`src/rtl/dht_pkg.sv`:
```
// Shared types and default timing for the DHT11 receive path.
package dht_pkg;

    typedef enum logic [2:0] {
        IDLE,
        WAIT_LOW,
        RESP_LOW,
        RESP_HIGH,
        BIT_LOW,
        BIT_HIGH,
        CHECK
    } dht_rx_state_t;

    localparam int DHT_FRAME_BITS    = 40;
    localparam int DHT_CLK_PER_US    = 100;
    localparam int DHT_BIT_THRESH_US = 40;
    localparam int DHT_TIMEOUT_US    = 200;

    // Frame is hum_int, hum_dec, tmp_int, tmp_dec, checksum (MSB first).
    function automatic logic dht_chk_ok(input logic [39:0] frame);
        logic [7:0] sum;
        sum = frame[39:32] + frame[31:24] + frame[23:16] + frame[15:8];
        return sum == frame[7:0];
    endfunction

endpackage

```
`src/rtl/dht_rx_if.sv`:
```
// Handshake and data bundle between the DHT line, the start controller and the readout logic.
interface dht_rx_if;
    logic       start;
    logic       dht_in;
    logic       busy;
    logic       valid;
    logic [7:0] hum_int;
    logic [7:0] hum_dec;
    logic [7:0] tmp_int;
    logic [7:0] tmp_dec;
    logic       chk_err;
    logic       timeout_err;

    modport master (
        output start, dht_in,
        input  busy, valid, hum_int, hum_dec, tmp_int, tmp_dec, chk_err, timeout_err
    );

    modport slave (
        input  start, dht_in,
        output busy, valid, hum_int, hum_dec, tmp_int, tmp_dec, chk_err, timeout_err
    );
endinterface

```
`src/rtl/dht_line_sync.sv`:
```
// 2-FF synchronizer for the DHT line with rise/fall pulses.
// DHT_RX_GLITCH_FILTER_EN adds a registered 3-sample majority filter (2 clk extra latency).
module dht_line_sync (
    input  logic clk,
    input  logic rst,
    input  logic din,
    output logic rise,
    output logic fall
);
    logic s1, s2, line, line_q;

    // Idle line is pulled high, so reset to 1 to avoid a spurious edge after reset.
    always_ff @(posedge clk or negedge rst) begin
        if (!rst) begin
            s1 <= 1'b1;
            s2 <= 1'b1;
        end else begin
            s1 <= din;
            s2 <= s1;
        end
    end

`ifdef DHT_RX_GLITCH_FILTER_EN
    logic h1, h2, filt;

    always_ff @(posedge clk or negedge rst) begin
        if (!rst) begin
            h1   <= 1'b1;
            h2   <= 1'b1;
            filt <= 1'b1;
        end else begin
            h1   <= s2;
            h2   <= h1;
            filt <= (s2 & h1) | (s2 & h2) | (h1 & h2);
        end
    end

    assign line = filt;
`else
    assign line = s2;
`endif

    always_ff @(posedge clk or negedge rst) begin
        if (!rst) line_q <= 1'b1;
        else      line_q <= line;
    end

    assign rise = line & ~line_q;
    assign fall = ~line & line_q;
endmodule

```
`src/rtl/dht_rx.sv`:
```
// DHT11 receiver: times the sensor response, decodes the 40-bit frame and verifies the checksum.
// Line conditioning (optionally glitch-filtered via DHT_RX_GLITCH_FILTER_EN) lives in dht_line_sync.
module dht_rx
    import dht_pkg::*;
#(
    parameter int CLK_PER_US    = DHT_CLK_PER_US,
    parameter int BIT_THRESH_US = DHT_BIT_THRESH_US,
    parameter int TIMEOUT_US    = DHT_TIMEOUT_US
) (
    input logic     clk,
    input logic     rst,
    dht_rx_if.slave dht
);
    localparam int PW = (CLK_PER_US > 1) ? $clog2(CLK_PER_US) : 1;

    dht_rx_state_t state;
    logic [PW-1:0] presc;
    logic [7:0]    width;
    logic [5:0]    bit_cnt;
    logic [39:0]   shreg;
    logic [7:0]    hum_int, hum_dec, tmp_int, tmp_dec;
    logic          valid, chk_err, timeout_err;
    logic          rise, fall, us_tick;

    dht_line_sync u_sync (
        .clk  (clk),
        .rst  (rst),
        .din  (dht.dht_in),
        .rise (rise),
        .fall (fall)
    );

    assign us_tick = (presc == PW'(CLK_PER_US - 1));

    // The cycle that sees an edge is the first cycle of the new phase, hence presc restarts at 1.
    always_ff @(posedge clk or negedge rst) begin
        if (!rst) begin
            state       <= IDLE;
            presc       <= '0;
            width       <= '0;
            bit_cnt     <= '0;
            shreg       <= '0;
            hum_int     <= '0;
            hum_dec     <= '0;
            tmp_int     <= '0;
            tmp_dec     <= '0;
            valid       <= 1'b0;
            chk_err     <= 1'b0;
            timeout_err <= 1'b0;
        end else begin
            valid       <= 1'b0;
            chk_err     <= 1'b0;
            timeout_err <= 1'b0;

            if (rise || fall) begin
                presc <= PW'(1);
                width <= '0;
            end else if (us_tick) begin
                presc <= '0;
                if (width != 8'hFF) width <= width + 8'd1;
            end else begin
                presc <= presc + PW'(1);
            end

            if (state != IDLE && width > 8'(TIMEOUT_US)) begin
                state       <= IDLE;
                timeout_err <= 1'b1;
            end else begin
                case (state)
                    IDLE: if (dht.start) begin
                        state   <= WAIT_LOW;
                        bit_cnt <= '0;
                        presc   <= PW'(1);
                        width   <= '0;
                    end
                    WAIT_LOW:  if (fall) state <= RESP_LOW;
                    RESP_LOW:  if (rise) state <= RESP_HIGH;
                    RESP_HIGH: if (fall) state <= BIT_LOW;
                    BIT_LOW:   if (rise) state <= BIT_HIGH;
                    BIT_HIGH: if (fall) begin
                        shreg   <= {shreg[38:0], (width > 8'(BIT_THRESH_US))};
                        bit_cnt <= bit_cnt + 6'd1;
                        state   <= (bit_cnt == 6'(DHT_FRAME_BITS - 1)) ? CHECK : BIT_LOW;
                    end
                    CHECK: begin
                        if (dht_chk_ok(shreg)) begin
                            {hum_int, hum_dec, tmp_int, tmp_dec} <= shreg[39:8];
                            valid <= 1'b1;
                        end else begin
                            chk_err <= 1'b1;
                        end
                        state <= IDLE;
                    end
                    default: state <= IDLE;
                endcase
            end
        end
    end

    assign dht.busy        = (state != IDLE);
    assign dht.valid       = valid;
    assign dht.chk_err     = chk_err;
    assign dht.timeout_err = timeout_err;
    assign dht.hum_int     = hum_int;
    assign dht.hum_dec     = hum_dec;
    assign dht.tmp_int     = tmp_int;
    assign dht.tmp_dec     = tmp_dec;
endmodule

```
`src/flat_wrapper.sv`:
```
// flat-port wrapper written by rule: the top's interface ports become plain ports
module dht_rx_flat import dht_pkg::*;
#(
    parameter int CLK_PER_US    = DHT_CLK_PER_US,
    parameter int BIT_THRESH_US = DHT_BIT_THRESH_US,
    parameter int TIMEOUT_US    = DHT_TIMEOUT_US
)
  (clk, rst, dht_start, dht_dht_in, dht_busy, dht_valid, dht_hum_int, dht_hum_dec, dht_tmp_int, dht_tmp_dec, dht_chk_err, dht_timeout_err);
  dht_rx_if dht_i ();
  input logic clk;
  input logic rst;
  input wire logic [$bits(dht_i.start)-1:0] dht_start;
  input wire logic [$bits(dht_i.dht_in)-1:0] dht_dht_in;
  output wire logic [$bits(dht_i.busy)-1:0] dht_busy;
  output wire logic [$bits(dht_i.valid)-1:0] dht_valid;
  output wire logic [$bits(dht_i.hum_int)-1:0] dht_hum_int;
  output wire logic [$bits(dht_i.hum_dec)-1:0] dht_hum_dec;
  output wire logic [$bits(dht_i.tmp_int)-1:0] dht_tmp_int;
  output wire logic [$bits(dht_i.tmp_dec)-1:0] dht_tmp_dec;
  output wire logic [$bits(dht_i.chk_err)-1:0] dht_chk_err;
  output wire logic [$bits(dht_i.timeout_err)-1:0] dht_timeout_err;
  assign dht_i.start = dht_start;
  assign dht_i.dht_in = dht_dht_in;
  assign dht_busy = dht_i.busy;
  assign dht_valid = dht_i.valid;
  assign dht_hum_int = dht_i.hum_int;
  assign dht_hum_dec = dht_i.hum_dec;
  assign dht_tmp_int = dht_i.tmp_int;
  assign dht_tmp_dec = dht_i.tmp_dec;
  assign dht_chk_err = dht_i.chk_err;
  assign dht_timeout_err = dht_i.timeout_err;
  dht_rx #(.CLK_PER_US(CLK_PER_US), .BIT_THRESH_US(BIT_THRESH_US), .TIMEOUT_US(TIMEOUT_US)) u_core (.clk(clk), .rst(rst), .dht(dht_i));
endmodule
```
`config.mk`:
```
export PLATFORM = sky130hd
export DESIGN_NAME = dht_rx_flat
export DESIGN_NICKNAME = d
export VERILOG_FILES = /design/src/rtl/dht_pkg.sv /design/src/rtl/dht_rx_if.sv /design/src/rtl/dht_line_sync.sv /design/src/rtl/dht_rx.sv /design/src/flat_wrapper.sv
export SDC_FILE = /design/constraint.sdc
export NUM_CORES = 1
export LEC_CHECK = 0
export ABC_AREA = 1
export CAP_MARGIN = 20
export CORE_MARGIN = 10
export CORE_UTILIZATION = 61
export CTS_BUF_LIST = sky130_fd_sc_hd__clkbuf_4 sky130_fd_sc_hd__clkbuf_8
export CTS_CLUSTER_SIZE = 20
export DETAILED_ROUTE_END_ITERATION = 8
export PLACE_DENSITY_LB_ADDON = 0.3
export SETUP_SLACK_MARGIN = 0.2
export SLEW_MARGIN = 20
export SYNTH_ARGS = -nofsm -noshare
export SYNTH_HDL_FRONTEND = slang
export SYNTH_SLANG_ARGS = --single-unit
export TNS_END_PERCENT = 50
```
`constraint.sdc`:
```
create_clock -name clk -period 3.84 [get_ports clk]
set_clock_uncertainty 0.1 [all_clocks]
set_input_delay 0.96 -clock clk [delete_from_list [all_inputs] [get_ports clk]]
set_output_delay 0.96 -clock clk [all_outputs]
set_load 0.05 [all_outputs]
```
==> qor.yml, run 1 <==
outcome:
  status: "finished clean"
critical_path:
  critPathMaxFanout: 8
  startpoint: "u_core.shreg[9]"
  end_kind: "flop"
  criticalPathCategory: "reg -> reg"
  cpPeakStageDelay_ns: 0.56
  critPathRequiredTime_ns: 4.00
  critical_path_arrival_ns: 3.87
  rr_startpoint: "u_core.shreg[9]"
  crit_slowest_cell: "fa_1"
  crit_path_frequent_cell: "nand2_1"
  crit_chain: "fa_1 -> inv_2 -> fa_1 -> inv_1 -> ha_2 -> fa_2 -> nand2_1 -> nand2_1 -> nand3_1 -> nor2_2 -> nand3_2 -> nor3_4 -> nand3_4 -> clkbuf_16 -> nand2_1 -> nand2_1"
  startpoint_type: "flop"
sta:
  finalCriticalPeriod_ns: 3.70
  fmax_ghz: 0.270
  setup_violations: 0
  max_slew_margin_pct: 54.7
  tightestPinTransition_ns: 0.680
  fin_crit_sh_pct: 96.4
  hold_ws_ns: 0.256
  rsz0062_at_grt: "yes"
  hold_viol: 0
  setup_tns_ns: 0
  slew_viol_final: 0
place:
  io_buffers: 39
  hpwl_um: 8110
  gp_congestion: 0.911
floorplan:
  io_pins: 40
  fp.dieW_um: 112
  core-area_sq_mm: 0.00826
  die_area_sq_mm: 0.0126
  die_h_um: 112
  row_count: 33
  initial_core_util_pct: 62.8
yosys:
  ys_seq_area_share_pct: 49.3
  synth_largest_area_cell: "dfrtp_1"
  yosysUniqueCellTypes: 28
  netlist_area_sq_mm: 0.00519
  synth_fp_nets: 651
  syn_area_per_cell_sq_um: 8.36
  yosysTopAreaCellShare_pct: 47.8
  synth_seq_cells: 102
  synth.area.top_cells: "dfrtp_1 (48%), nand2_1 (16%), fa_1 (5.4%)"
  ys_warn_count: 0
  synth_cells: 620
power_and_ir_drop:
  power_frac_comb_pct: 18.3
  p_int_mw: 1.58
  netSwitchingFraction_pct: 32.1
  power.switching_mw: 0.747
  leakage_nw: 3.10
  vdd_ir_drop_max_uv: 303
  p_clk_share_pct: 31.4
  power.density_mw_per_mm2: 377
  power_frac_seq_pct: 50.3
final_layout:
  synthToLayoutAreaGrowth_pct: 19.0
  ff_latch_area_sq_mm: 0.00256
  antenna_cells: 0
  multi_input_area_sq_mm: 0.00238
  n_fill_cell: 577
  final_nets: 695
  drive_gt1_share_pct: 10.8
drt:
  vias: 4404
  via_per_inst: 5.69
  drc: 0
  drt_iter0_drc: 313
  routedWlPerCell_um: 16.5
  ant_nets: 0
  drt-total-wl_um: 12800
  dr.pass1.iters: 5
global_routing:
  grt_pass1_wl_um: 19400
  grt_usage_pct: 18.3
  grt_pass1_vias: 4069
  antenna_found_initial: 0
  grt_max_degree: 54
  grt.overflow.total: 0
min_path:
  hp-start: "u_core.u_sync.s1"
  hold_path.class: "reg -> reg"
run:
  drv_cap: 0
clocking:
  insertion_delay_ns: 0.39
  clkTransAtPathRegs_ns: 0.11
  cts_buffer_depth: 2
  cts_made_buffers: 9
  cts_tree: "done"
  clock_sinks: 102
  cts-root-buf: "clkbuf_8"
  h-tree-depth: 3
-- through the flow --
stage	instance area [sq um]	utilization [%]	power, mW	cells	setup slack [ns]
2_1_floorplan	5190	-	1.45	620	0.407
3_3_place_gp	5670	68.6	1.53	749	0.313
3_5_place_dp	5670	68.6	1.55	749	0.163
4_1_cts	5890	71.4	2.27	766	0.206
5_1_grt	6170	74.8	2.44	774	0.0145
6_report	6170	74.8	2.33	774	0.137
-- worst max-delay path, delay by kind of cell (launching register included) --
family	cells	cell delay, ns
fa+ha+maj	4	1.81
simple gates	9	0.92
flops	1	0.42
buf+inv	3	0.32
-- power by group through the flow --
stage / clock network (mW) / registers [mW] / logic (mW)
6_report: 0.729 / 1.17 / 0.426
5_1_grt: 0.788 / 1.18 / 0.476
4_1_cts: 0.729 / 1.17 / 0.367
3_5_place_dp: 0 / 1.19 / 0.363
3_3_place_gp: 0 / 1.19 / 0.347
2_1_floorplan: 0 / 1.18 / 0.276
-- registers in the layout, indices dropped and copies added (netlist names), 3 cells and up --
register	cells
u_core.presc	7
u_core.dht.tmp_dec	8
u_core.bit_cnt	6
u_core.state	3
u_core.dht.tmp_int	8
u_core.shreg	40
u_core.width	8
u_core.dht.hum_int	8
u_core.dht.hum_dec	8
-- final timing paths --
check                           cells after the start                    end  slack, ns
max in group asynchronous                           2  u_core.dht.tmp_dec[2]       2.31
worst max register to register                     16  u_core.dht.hum_int[0]       0.14
worst max-delay path                               16  u_core.dht.hum_int[0]       0.14
worst min-delay path                                0     u_core.u_sync.line       0.26
min in group asynchronous                           1  u_core.dht.tmp_dec[5]       0.50
worst min register to register                      0     u_core.u_sync.line       0.26
-- cell families after synthesis --
logic type | count (synthesis) | synth area share [%]
AO/OA/AOI/OAI | 62 | 6.20
AND/OR/NAND/NOR | 329 | 27.5
XOR/XNOR | 8 | 1.35
flip-flops | 102 | 49.3
buffers and inverters | 92 | 7.12
adder cells (fa/ha/maj) | 27 | 8.54
-- metal layers --
layer | up-vias | GRT usage [%] | wire length, um
met4 | 0 | 5.67 | 441
met5 | - | 0 | 0
met1 | 2127 | 22.0 | 4990
li1 | 2073 | - | -
met2 | 167 | 31.6 | 6470
met3 | 37 | 4.15 | 852
-- cells in the mapped netlist --
cell        n
o211ai_1    3
nand3_2     1
or2_2       4
nor3_1      5
nor4_1      2
xnor2_1     4
nand2_1   223
inv_2       2
nand3b_1    1
xor2_1      4
nand3_1    29
clkbuf_1    3
and3_1      1
o21ai_0    35
dfrtp_1    99
nor3b_1     1
o21ai_1     5
o31ai_1     1
a21oi_1    17
ha_1       13
nor2_1     23
nor3_4      2
nand4_1    37
a31oi_1     1
fa_1       14
dfstp_2     3
inv_1      68
buf_2      19
-- area by class of cell --
class,count,share of cell area [%]
well taps,105,2.13
repair buffers,55,10.2
clock inverters,7,1.46
clock buffers,9,2.01
inverters,70,4.26
flip-flops and latches,102,41.4
multi-input cells,426,38.6
-- timing repair --
| item | 4_1_cts | 5_1_grt |
|---|---|---|
| hold buffers | 0 | 0 |
| setup buffers | 1 | 2 |
| setup endpoints to repair | 32 | 34 |
| cloned | 0 | 6 |
| gates resized for setup | 2 | 38 |
-- cell usage in the layout, fill, tap and decap left out, types with 3 or more instances in the layout --
| cell type | count |
|---|---|
| clkdlybuf4s50_1 | 38 |
| nand3_1 | 28 |
| o21ai_0 | 35 |
| clkbuf_16 | 5 |
| a21oi_1 | 17 |
| nand2_1 | 202 |
| or2_2 | 4 |
| inv_1 | 67 |
| dfstp_2 | 3 |
| inv_2 | 3 |
| nand2_4 | 9 |
| clkbuf_8 | 9 |
| fa_1 | 13 |
| dfrtp_1 | 99 |
| nand4_1 | 37 |
| xor2_1 | 4 |
| ha_1 | 12 |
| nor2_1 | 21 |
| nor3_1 | 5 |
| o21ai_1 | 5 |
| buf_4 | 8 |
| xnor2_1 | 4 |
| nand2_2 | 12 |
| o211ai_1 | 3 |
No activity file was read; power rests on OpenSTA's default activity.
==> run 2, diff against run 1 <==
Settings changed: CORE_UTILIZATION 61 to 40.
==> qor.yml, run 2 (same netlist as run 1, synthesis figures left out) <==
place:
  io_buffers: 39  # unchanged
  gp_congestion: 0.862  # -5.4%
  pre_cts_ws_ns: 0.238  # +0.0754 ns
  hpwl_um: 7960  # -1.8%
  dp.cells: 816  # +8.9%
global_routing:
  grt.overflow.total: 0  # unchanged
  grt_max_degree: 70  # +30%
  grt_usage_pct: 12.9  # -5.3 points
  antenna_found_initial: 0  # unchanged
  grt_pass1_wl_um: 19500  # +0.60%
  grt_pass1_vias: 4113  # +1.1%
critical_path:
  reg2reg_to: "u_core.dht.tmp_dec[0]"
  startpoint_type: "flop"
  rr_startpoint: "u_core.shreg[9]"
  critPathRequiredTime_ns: 4.00  # about the same
  ff2ff_path_depth: 16  # unchanged
  critPathMaxFanout: 33  # +25
  startpoint: "u_core.shreg[9]"
  critical_path_arrival_ns: 3.77  # -0.10 ns
  crit_end: "u_core.dht.tmp_dec[0]"
  r2r_slack_ns: 0.23  # +0.09 ns
  criticalPathCategory: "reg -> reg"
  end_kind: "flop"
drt:
  routedWlPerCell_um: 13.3  # -19%
  dr.pass1.iters: 6  # +1
  ant_nets: 0  # unchanged
  via_per_inst: 4.92  # -13%
  vias: 4102  # -6.9%
  drt_iter0_drc: 300  # -4.2%
  drc: 0  # unchanged
  drt-total-wl_um: 11100  # -13%
floorplan:
  die_area_sq_mm: 0.0179  # +42%
  io_pins: 40  # unchanged
  fp.dieW_um: 134  # +19%
  initial_core_util_pct: 40.9  # -22 points
  die_h_um: 134  # +19%
  row_count: 41  # +24%
  core-area_sq_mm: 0.0127  # +53%
sta:
  hold_viol: 0  # unchanged
  rsz0062_at_grt: "yes"
  fmax_ghz: 0.277  # +2.6%
  finalCriticalPeriod_ns: 3.61  # -0.0940 ns
  setup_violations: 0  # unchanged
  fin_crit_sh_pct: 94.0  # -2.4 points
  setup_tns_ns: 0  # unchanged
  max_slew_margin_pct: 54.2  # -0.45 points
  worst_slack_ns: 0.231  # +0.0940 ns
  slew_viol_final: 0  # unchanged
  tightestPinTransition_ns: 0.684  # +0.00430 ns
final_layout:
  instances_no_fill: 833  # +7.6%
  final_common_cell: "nand2_1"
  regMostFlops: "u_core.shreg"
  antenna_cells: 0  # unchanged
  largest_register_ffs: 40  # unchanged
  synthToLayoutAreaGrowth_pct: 15.9
  drive_gt1_share_pct: 6.81  # -4.0 points
  n_fill_cell: 1251  # +120%
  final_nets: 687  # -1.2%
  layout_common_cells: "nand2_1 (219), dfrtp_1 (99), inv_1 (68)"
min_path:
  hold_path.class: "reg -> reg"
power_and_ir_drop:
  leakage_nw: 2.99  # -3.3%
  netSwitchingFraction_pct: 31.0  # -1.1 points
  power_frac_comb_pct: 16.4  # -1.9 points
  p_clk_share_pct: 32.0  # +0.6 points
  vdd_ir_drop_max_uv: 361  # +19%
  power.total_mw: 2.27  # -2.3%
  power_frac_seq_pct: 51.6  # +1.3 points
  power.density_mw_per_mm2: 378  # +0.37%
  p_int_mw: 1.57  # -0.66%
  power.switching_mw: 0.705  # -5.7%
clocking:
  cts_buffer_depth: 2  # unchanged
  clkTransAtPathRegs_ns: 0.10  # about the same
  insertion_delay_ns: 0.37  # -0.02 ns
  clock_sinks: 102  # unchanged
  cts_made_buffers: 9  # unchanged
  cts-root-buf: "clkbuf_8"
  cts_hold_buf: 0  # unchanged
  h-tree-depth: 3  # unchanged
  cts_tree: "done"
run:
  drv_cap: 0  # unchanged
outcome:
  status: "finished clean"
-- run 2: metrics by stage --
step | hold WS, ns | instance area, sq um | utilization [%]
after CTS | 0.265 | 5960 | 47.0
after detailed placement | 0.251 | 5750 | 45.4
final | 0.261 | 6010 | 47.4
after global routing | 0.272 | 6010 | 47.4
after global placement | 0.246 | 5750 | 45.4
after floorplan | 0.245 | 5190 | -
-- run 2: cell type report --
cell class	instances	area, sq um	share of cell area [%]
Inverter	70	263	4.37
Timing Repair Buffer	47	477	7.93
Clock inverter	5	65.1	1.08
Sequential cell	102	2560	42.5
Clock buffer	11	145	2.42
Tap cell	172	215	3.58
Multi-Input combinational cell	426	2290	38.1
-- run 2: how the worst min path moves through the flow --
stage                         endpoint  slack, ns  depth (start not counted)        startpoint
detailed placement  u_core.u_sync.line       0.25                          0  u_core.u_sync.s1
global route        u_core.u_sync.line       0.27                          0  u_core.u_sync.s1
CTS                 u_core.u_sync.line       0.26                          0  u_core.u_sync.s1
global placement    u_core.u_sync.line       0.25                          0  u_core.u_sync.s1
floorplan           u_core.u_sync.line       0.25                          0  u_core.u_sync.s1
finish              u_core.u_sync.line       0.26                          0  u_core.u_sync.s1
-- run 2: metal layers --
| metal | track usage, % | wire length (um) | vias to the layer above |
|---|---|---|---|
| met5 | 0 | 0 | - |
| met4 | 5.02 | 176 | 0 |
| met3 | 3.58 | 645 | 18 |
| met2 | 20.6 | 5230 | 99 |
| met1 | 16.3 | 5050 | 1914 |
| li1 | - | - | 2071 |
-- run 2: worst max-delay path: stages (launching register included) --
cell,delay (ns)
dfrtp_1,0.42
fa_1,0.54
inv_1,0.05
fa_1,0.50
inv_1,0.04
ha_2,0.20
fa_2,0.54
nand2_1,0.05
nand2_1,0.07
nand3_1,0.07
nor2_1,0.13
nand3_2,0.10
nor3_4,0.25
nand3_2,0.12
buf_12,0.18
nand2_1,0.07
nand2_1,0.04
-- run 2: timing repair --
action,in CTS,in global routing
gates resized for setup,0,12
setup buffers,0,1
setup endpoints to repair,0,34
-- run 2: power groups by stage --
stage | registers [mW] | clock network (mW) | logic [mW]
2_1_floorplan | 1.18 | 0 | 0.276
3_3_place_gp | 1.19 | 0 | 0.353
3_5_place_dp | 1.19 | 0 | 0.367
4_1_cts | 1.17 | 0.749 | 0.368
5_1_grt | 1.18 | 0.795 | 0.428
6_report | 1.17 | 0.728 | 0.373
